**src/rtl/branch_offset_encoder.sv**
```systemverilog
// branch_offset_encoder
// Multicycle inverse of the branch-target adder. The adder computes
// {imm[15], imm[13:0], 1'b0} + pc; this block solves that for imm, given a
// target and a pc, using a bit-serial (LSB-first) subtractor.
//
// Ports:
//   clk        in   1   system clock, rising edge
//   rst_n      in   1   asynchronous active-low reset
//   start      in   1   conversion request, sampled only while idle
//   target     in  16   branch destination, captured on accept
//   pc         in  16   base pc, captured on accept
//   busy       out  1   conversion in progress
//   done       out  1   one-cycle pulse, offset/misaligned just updated
//   offset     out 16   encoded immediate in target-adder input format
//   misaligned out  1   target-pc was odd; offset is truncated
module branch_offset_encoder (
  input  logic        clk,
  input  logic        rst_n,
  input  logic        start,
  input  logic [15:0] target,
  input  logic [15:0] pc,
  output logic        busy,
  output logic        done,
  output logic [15:0] offset,
  output logic        misaligned
);

  localparam int unsigned W  = 16;
  localparam int unsigned CW = 4;

  typedef enum logic {
    IDLE = 1'b0,
    CALC = 1'b1
  } state_e;

  state_e          state_q, state_d;
  logic [W-1:0]    a_q, a_d;
  logic [W-1:0]    b_q, b_d;
  logic [W-1:0]    diff_q, diff_d;
  logic            borrow_q, borrow_d;
  logic [CW-1:0]   cnt_q, cnt_d;
  logic            busy_q, busy_d;
  logic            done_q, done_d;
  logic [W-1:0]    offset_q, offset_d;
  logic            mis_q, mis_d;

  // One full-subtractor slice on the current LSBs
  logic            diff_bit;
  logic            borrow_nxt;
  logic [W-1:0]    diff_shift;

  assign diff_bit   = a_q[0] ^ b_q[0] ^ borrow_q;
  assign borrow_nxt = (~a_q[0] & b_q[0]) | (~(a_q[0] ^ b_q[0]) & borrow_q);
  assign diff_shift = {diff_bit, diff_q[W-1:1]};

  // State and datapath registers
  always_ff @(posedge clk or negedge rst_n) begin
    if (!rst_n) begin
      state_q  <= IDLE;
      a_q      <= '0;
      b_q      <= '0;
      diff_q   <= '0;
      borrow_q <= 1'b0;
      cnt_q    <= '0;
      busy_q   <= 1'b0;
      done_q   <= 1'b0;
      offset_q <= '0;
      mis_q    <= 1'b0;
    end else begin
      state_q  <= state_d;
      a_q      <= a_d;
      b_q      <= b_d;
      diff_q   <= diff_d;
      borrow_q <= borrow_d;
      cnt_q    <= cnt_d;
      busy_q   <= busy_d;
      done_q   <= done_d;
      offset_q <= offset_d;
      mis_q    <= mis_d;
    end
  end

  // Next-state and output logic
  always_comb begin
    state_d  = state_q;
    a_d      = a_q;
    b_d      = b_q;
    diff_d   = diff_q;
    borrow_d = borrow_q;
    cnt_d    = cnt_q;
    busy_d   = busy_q;
    done_d   = 1'b0;
    offset_d = offset_q;
    mis_d    = mis_q;

    unique case (state_q)
      IDLE: begin
        if (start) begin
          a_d      = target;
          b_d      = pc;
          borrow_d = 1'b0;
          cnt_d    = '0;
          busy_d   = 1'b1;
          state_d  = CALC;
        end
      end
      CALC: begin
        a_d      = a_q >> 1;
        b_d      = b_q >> 1;
        diff_d   = diff_shift;
        borrow_d = borrow_nxt;
        cnt_d    = cnt_q + CW'(1);
        if (cnt_q == CW'(W - 1)) begin
          state_d  = IDLE;
          busy_d   = 1'b0;
          done_d   = 1'b1;
          // Bit 14 is ignored by the adder, so it carries a sign copy
          offset_d = {diff_shift[W-1], diff_shift[W-1], diff_shift[W-2:1]};
          mis_d    = diff_shift[0];
        end
      end
      default: state_d = IDLE;
    endcase
  end

  assign busy       = busy_q;
  assign done       = done_q;
  assign offset     = offset_q;
  assign misaligned = mis_q;

endmodule

```
**config.mk**
```make
export PLATFORM = sky130hd
export DESIGN_NAME = branch_offset_encoder
export DESIGN_NICKNAME = d
export VERILOG_FILES = /design/src/rtl/branch_offset_encoder.sv
export SDC_FILE = /design/constraint.sdc
export NUM_CORES = 1
export LEC_CHECK = 0
export CORE_UTILIZATION = 56
export CTS_BUF_LIST = sky130_fd_sc_hd__clkbuf_16
export DETAILED_ROUTE_END_ITERATION = 12
export PLACE_DENSITY = 0.94
export SLEW_MARGIN = 30
export SYNTH_ARGS = -nofsm -noshare
export SYNTH_HDL_FRONTEND = slang
export SYNTH_SLANG_ARGS = --single-unit
```
**constraint.sdc**
```tcl
create_clock -name clk -period 1.85 [get_ports clk]
set_input_delay 0.37 -clock clk [delete_from_list [all_inputs] [get_ports clk]]
set_output_delay 0.37 -clock clk [all_outputs]
set_load 0.01 [all_outputs]
```
* Word-level counts from Yosys, hierarchy flattened
Cells that the tools add are included.
Cells by class: bitwise operators 8, eq/ne operators 3, add/sub/neg operators 1, muxes and demuxes 16, reductions and logical operators 2
Operators with widths (number):
- $pmux 16 s2 | 2
- $mux 16 | 2
- $pmux 4 s2 | 1
- $mux 1 | 7
- $pmux 1 s2 | 3
- $add 4x1->4 const B | 1
- $eq 4x4->1 const B | 1
- $mux 4 | 1
- $reduce_and 2->1 | 2
- $not 1->1 | 3
- $and 1x1->1 | 2
- $ne 2x1->1 const B | 1
- $ne 2x2->1 const B | 1
- $xor 1x1->1 | 2
- $or 1x1->1 | 1
Storage, ports and cells: output and inout bits 19, bits in registers 72, word-level logic and storage cells 40

* Longest topological paths before layout
depth after elaboration 5, mapped depth 6, gate-level depth less buffers 5

* Worst setup path before layout
Ideal clock, no wire load.
kind flip-flop to flip-flop, from register cnt_q[0], to register offset_q[10], in the netlist offset[10], required time 1734 ps, library setup time 116 ps, stages on the path, launching flop included 7, arrival time 1127 ps, path slack 606 ps, cells stage by stage dfrtp_1 ha_1 nand4_4 clkinv_2 buf_6 nand2_1 nand2_1
On the way: word-level cells in the longest chain between the ends 2
RTL lines:
- start: declaration | RTL line 41 | logic [CW-1:0] cnt_q, cnt_d;
- start signal: assignment | RTL line 75 | cnt_q <= cnt_d;
- $eq 4x4->1 | RTL line 113 | if (cnt_q == CW'(W - 1)) begin
- $reduce_and 2->1 (no source line)
- end signal: assignment | RTL line 78 | offset_q <= offset_d;
- end: declaration | RTL line 44 | logic [W-1:0] offset_q, offset_d;
No other way between the ends. A chain may end at the register's enable or synchronous reset.

* Worst setup path in the final report
from register offset[14] (netlist name), to output port offset[14]
RTL lines:
- end: declaration | RTL line 24 | output logic [15:0] offset,
No word-level cell between the ends.

==> impl_metrics.json <==
{
  "clkTransAtPathRegs_ns": 0.06,
  "crit_type": "reg -> out",
  "worstPathMaxFanout": 3,
  "grt.total_usage": 0.245,
  "synth_area_sq_mm": 0.00299,
  "seqPwrFrac": 0.419,
  "rsz0062_at_grt": "no",
  "powerDensity_mw_per_mm2": 1640,
  "ys_seq_area_frac": 0.595,
  "clkPwrFrac": 0.284,
  "postCtsHoldBufs": 0,
  "cts_buffers": 9,
  "hold_viol": 0,
  "synth-seq-cells": 71,
  "p_sw_frac": 0.313,
  "syn_area_per_cell_sq_um": 11.3,
  "path_cells": "clkdlybuf4s50_1",
  "critPathBufInv": 1,
  "status": "completed",
  "max-vdd-ir-drop_v": 0.00107,
  "yosysMostFrequentCell": "nand2_1",
  "cts_setup_buffers": 0,
  "cts.repair.resized": 0,
  "setup_violations": 0,
  "synth-main-ff-cell": "dfrtp_1",
  "worst_ep_arrival_time_ns": 1.24,
  "cp_slowest_cell": "clkdlybuf4s50_1",
  "drive_gt1_frac": 0.118,
  "synth_top_area_share": 0.595,
  "leakage_nw": 1.83,
  "die_y_microns": 75.0,
  "cp-start-kind": "register",
  "initial_core_util": 0.585,
  "avgViaCountPerCell": 5.24,
  "wl_microns": 6030,
  "skew_ns": 0.00424,
  "synthCells": 265,
  "root_buffer": "clkbuf_16",
  "nets": 355,
  "routed.top_layer": "met4",
  "setup_tns_ns": 0,
  "numPortBuffers": 53,
  "htree_levels": 3,
  "antenna_found_initial": 0,
  "final_util": 0.760,
  "dieArea_sq_mm": 0.00563,
  "grt_max_degree": 64,
  "comb_power_share": 0.298,
  "wl_met3_microns": 243,
  "place_congestion": 0.742,
  "grt_overflow": 0,
  "fmax_ghz": 0.621,
  "worstMarginPinSlew_ns": 0.512,
  "antenna_left": 0,
  "ys_types": 22,
  "cp_top_family": "buffers and inverters",
  "synth_edf_count": 0,
  "synthToLayoutAreaGrowth_pct": 30.0,
  "num_rows": 26,
  "r2r_slack_ns": 0.26,
  "wl_met1_microns": 2490,
  "internal-power_mw": 4.36,
  "grt_pass1_wl_microns": 9760,
  "synth_commonest_cells": "nand2_1, dfrtp_1, mux2i_1",
  "post_drt_wl_per_cell_microns": 15.3,
  "synthArstFlopShare": 1.00,
  "slowest_delay_ns": 0.54,
  "switchingPower_mw": 1.99,
  "cts_tree": "done",
  "core_sq_mm": 0.00511,
  "cap_violations": 0,
  "ys_warn_count": 0,
  "hold_path_class": "in -> async",
  "required_ns": 1.48,
  "period_needed_ns": 1.61,
  "clkSinkCount": 71,
  "drt-initial-drc-count": 88,
  "hpwlAfterDp_microns": 3670,
  "dr_wl_met2_microns": 3120,
  "finalMaxSlewViolations": 0,
  "die_x_microns": 75.0,
  "synth_top_area_cell": "dfrtp_1",
  "relSlewSlack": 0.658,
  "synth_nets": 302,
  "crit_path_end_kind": "primary output",
  "first_pass_iters": 5,
  "synth.area.top_cells": "dfrtp_1, mux2i_1, nand2_1",
  "diodes": 0,
  "grt_pass1_vias": 2115,
  "ioPinCount": 54,
  "cts_buffer_depth": 2,
  "dr_total_vias": 2058,
  "fillerInstances": 365,
  "drc": 0,
  "insertion_delay_ns": 0.33,
  "period_share": 0.871,
  "total_power_mw": 6.35
}
==> worst paths after layout <==
path                             from          to  cells after the start
max                        offset[14]  offset[14]                      1
min                             rst_n      a_q[3]                      1
max reg2reg                  cnt_q[0]   offset[0]                      5
min reg2reg                 offset[5]   offset[5]                      2
max in group asynchronous       rst_n  diff_q[11]                      2
min in group clk            offset[5]   offset[5]                      2
==> stage by stage <==
| step | instances | setup WS [ns] | instance area (sq um) | hold slack, ns |
|---|---|---|---|---|
| after CTS | 393 | 0.224 | 3880 | 0.0249 |
| after global placement | 377 | 0.434 | 3570 | 0.373 |
| after detailed placement | 377 | 0.318 | 3570 | 0.372 |
| final | 393 | 0.239 | 3880 | 0.0132 |
| after floorplan | 265 | 0.606 | 2990 | 0.0744 |
| after global routing | 393 | 0.142 | 3880 | 0.0559 |
==> routing by layer <==
layer	vias to the layer above	global-route usage
li1	988	-
met1	1002	0.282
met2	51	0.422
met3	17	0.0643
met4	0	0.124
met5	-	0
==> placed cells by master (no fill, tap or decap) <==
cell / count
nand2_1: 76
dfrtp_1: 70
clkdlybuf4s50_1: 51
mux2i_1: 34
o21ai_0: 32
mux2_2: 14
clkbuf_16: 9
nor2_1: 5
a22o_1: 3
buf_4: 3
buf_12: 3
clkinv_2: 2
inv_1: 2
nand2b_1: 2
nand3_1: 2
clkinv_1: 2
clkinvlp_4: 2
bufinv_16: 2
nand4_4: 1
xor2_1: 1
o21ai_1: 1
xnor2_1: 1
a21oi_1: 1
fa_1: 1
ha_1: 1
buf_2: 1
dfrtp_2: 1
==> power by group through the flow <==
| stage | clock network, mW | registers (mW) | logic, mW |
|---|---|---|---|
| after floorplan | 0 | 2.62 | 1.14 |
| after global placement | 0 | 2.64 | 1.76 |
| after detailed placement | 0 | 2.65 | 1.86 |
| after CTS | 1.82 | 2.65 | 1.91 |
| after global routing | 1.87 | 2.74 | 2.09 |
| final | 1.80 | 2.66 | 1.89 |
==> final cells by class <==
type | instances | area, sq um | area share
Sequential cell | 71 | 1780 | 0.458
Multi-Input combinational cell | 175 | 1090 | 0.281
Timing Repair Buffer | 58 | 598 | 0.154
Clock buffer | 9 | 225 | 0.0580
Clock inverter | 7 | 87.6 | 0.0226
Tap cell | 70 | 87.6 | 0.0226
Inverter | 3 | 12.5 | 0.00322
==> cells by family (layout without fill, tap and decap cells) <==
family          after synthesis  in the layout  share of synthesized area
simple gates                 86             86                      0.116
flops                        71             71                      0.595
mux                          48             48                      0.167
compound gates               37             37                     0.0658
buf+inv                      19             77                     0.0394
fa+ha+maj                     2              2                     0.0109
xor+xnor                      2              2                    0.00587
==> state kept, by name, summed over array words and instances, names as in the netlist <==
signal      cells
b_q            16
borrow_q        1
misaligned      1
done            1
diff_q         15
busy            1
a_q            16
state_q         1
cnt_q           4
offset         15
No activity file was read; power rests on OpenSTA's default activity.
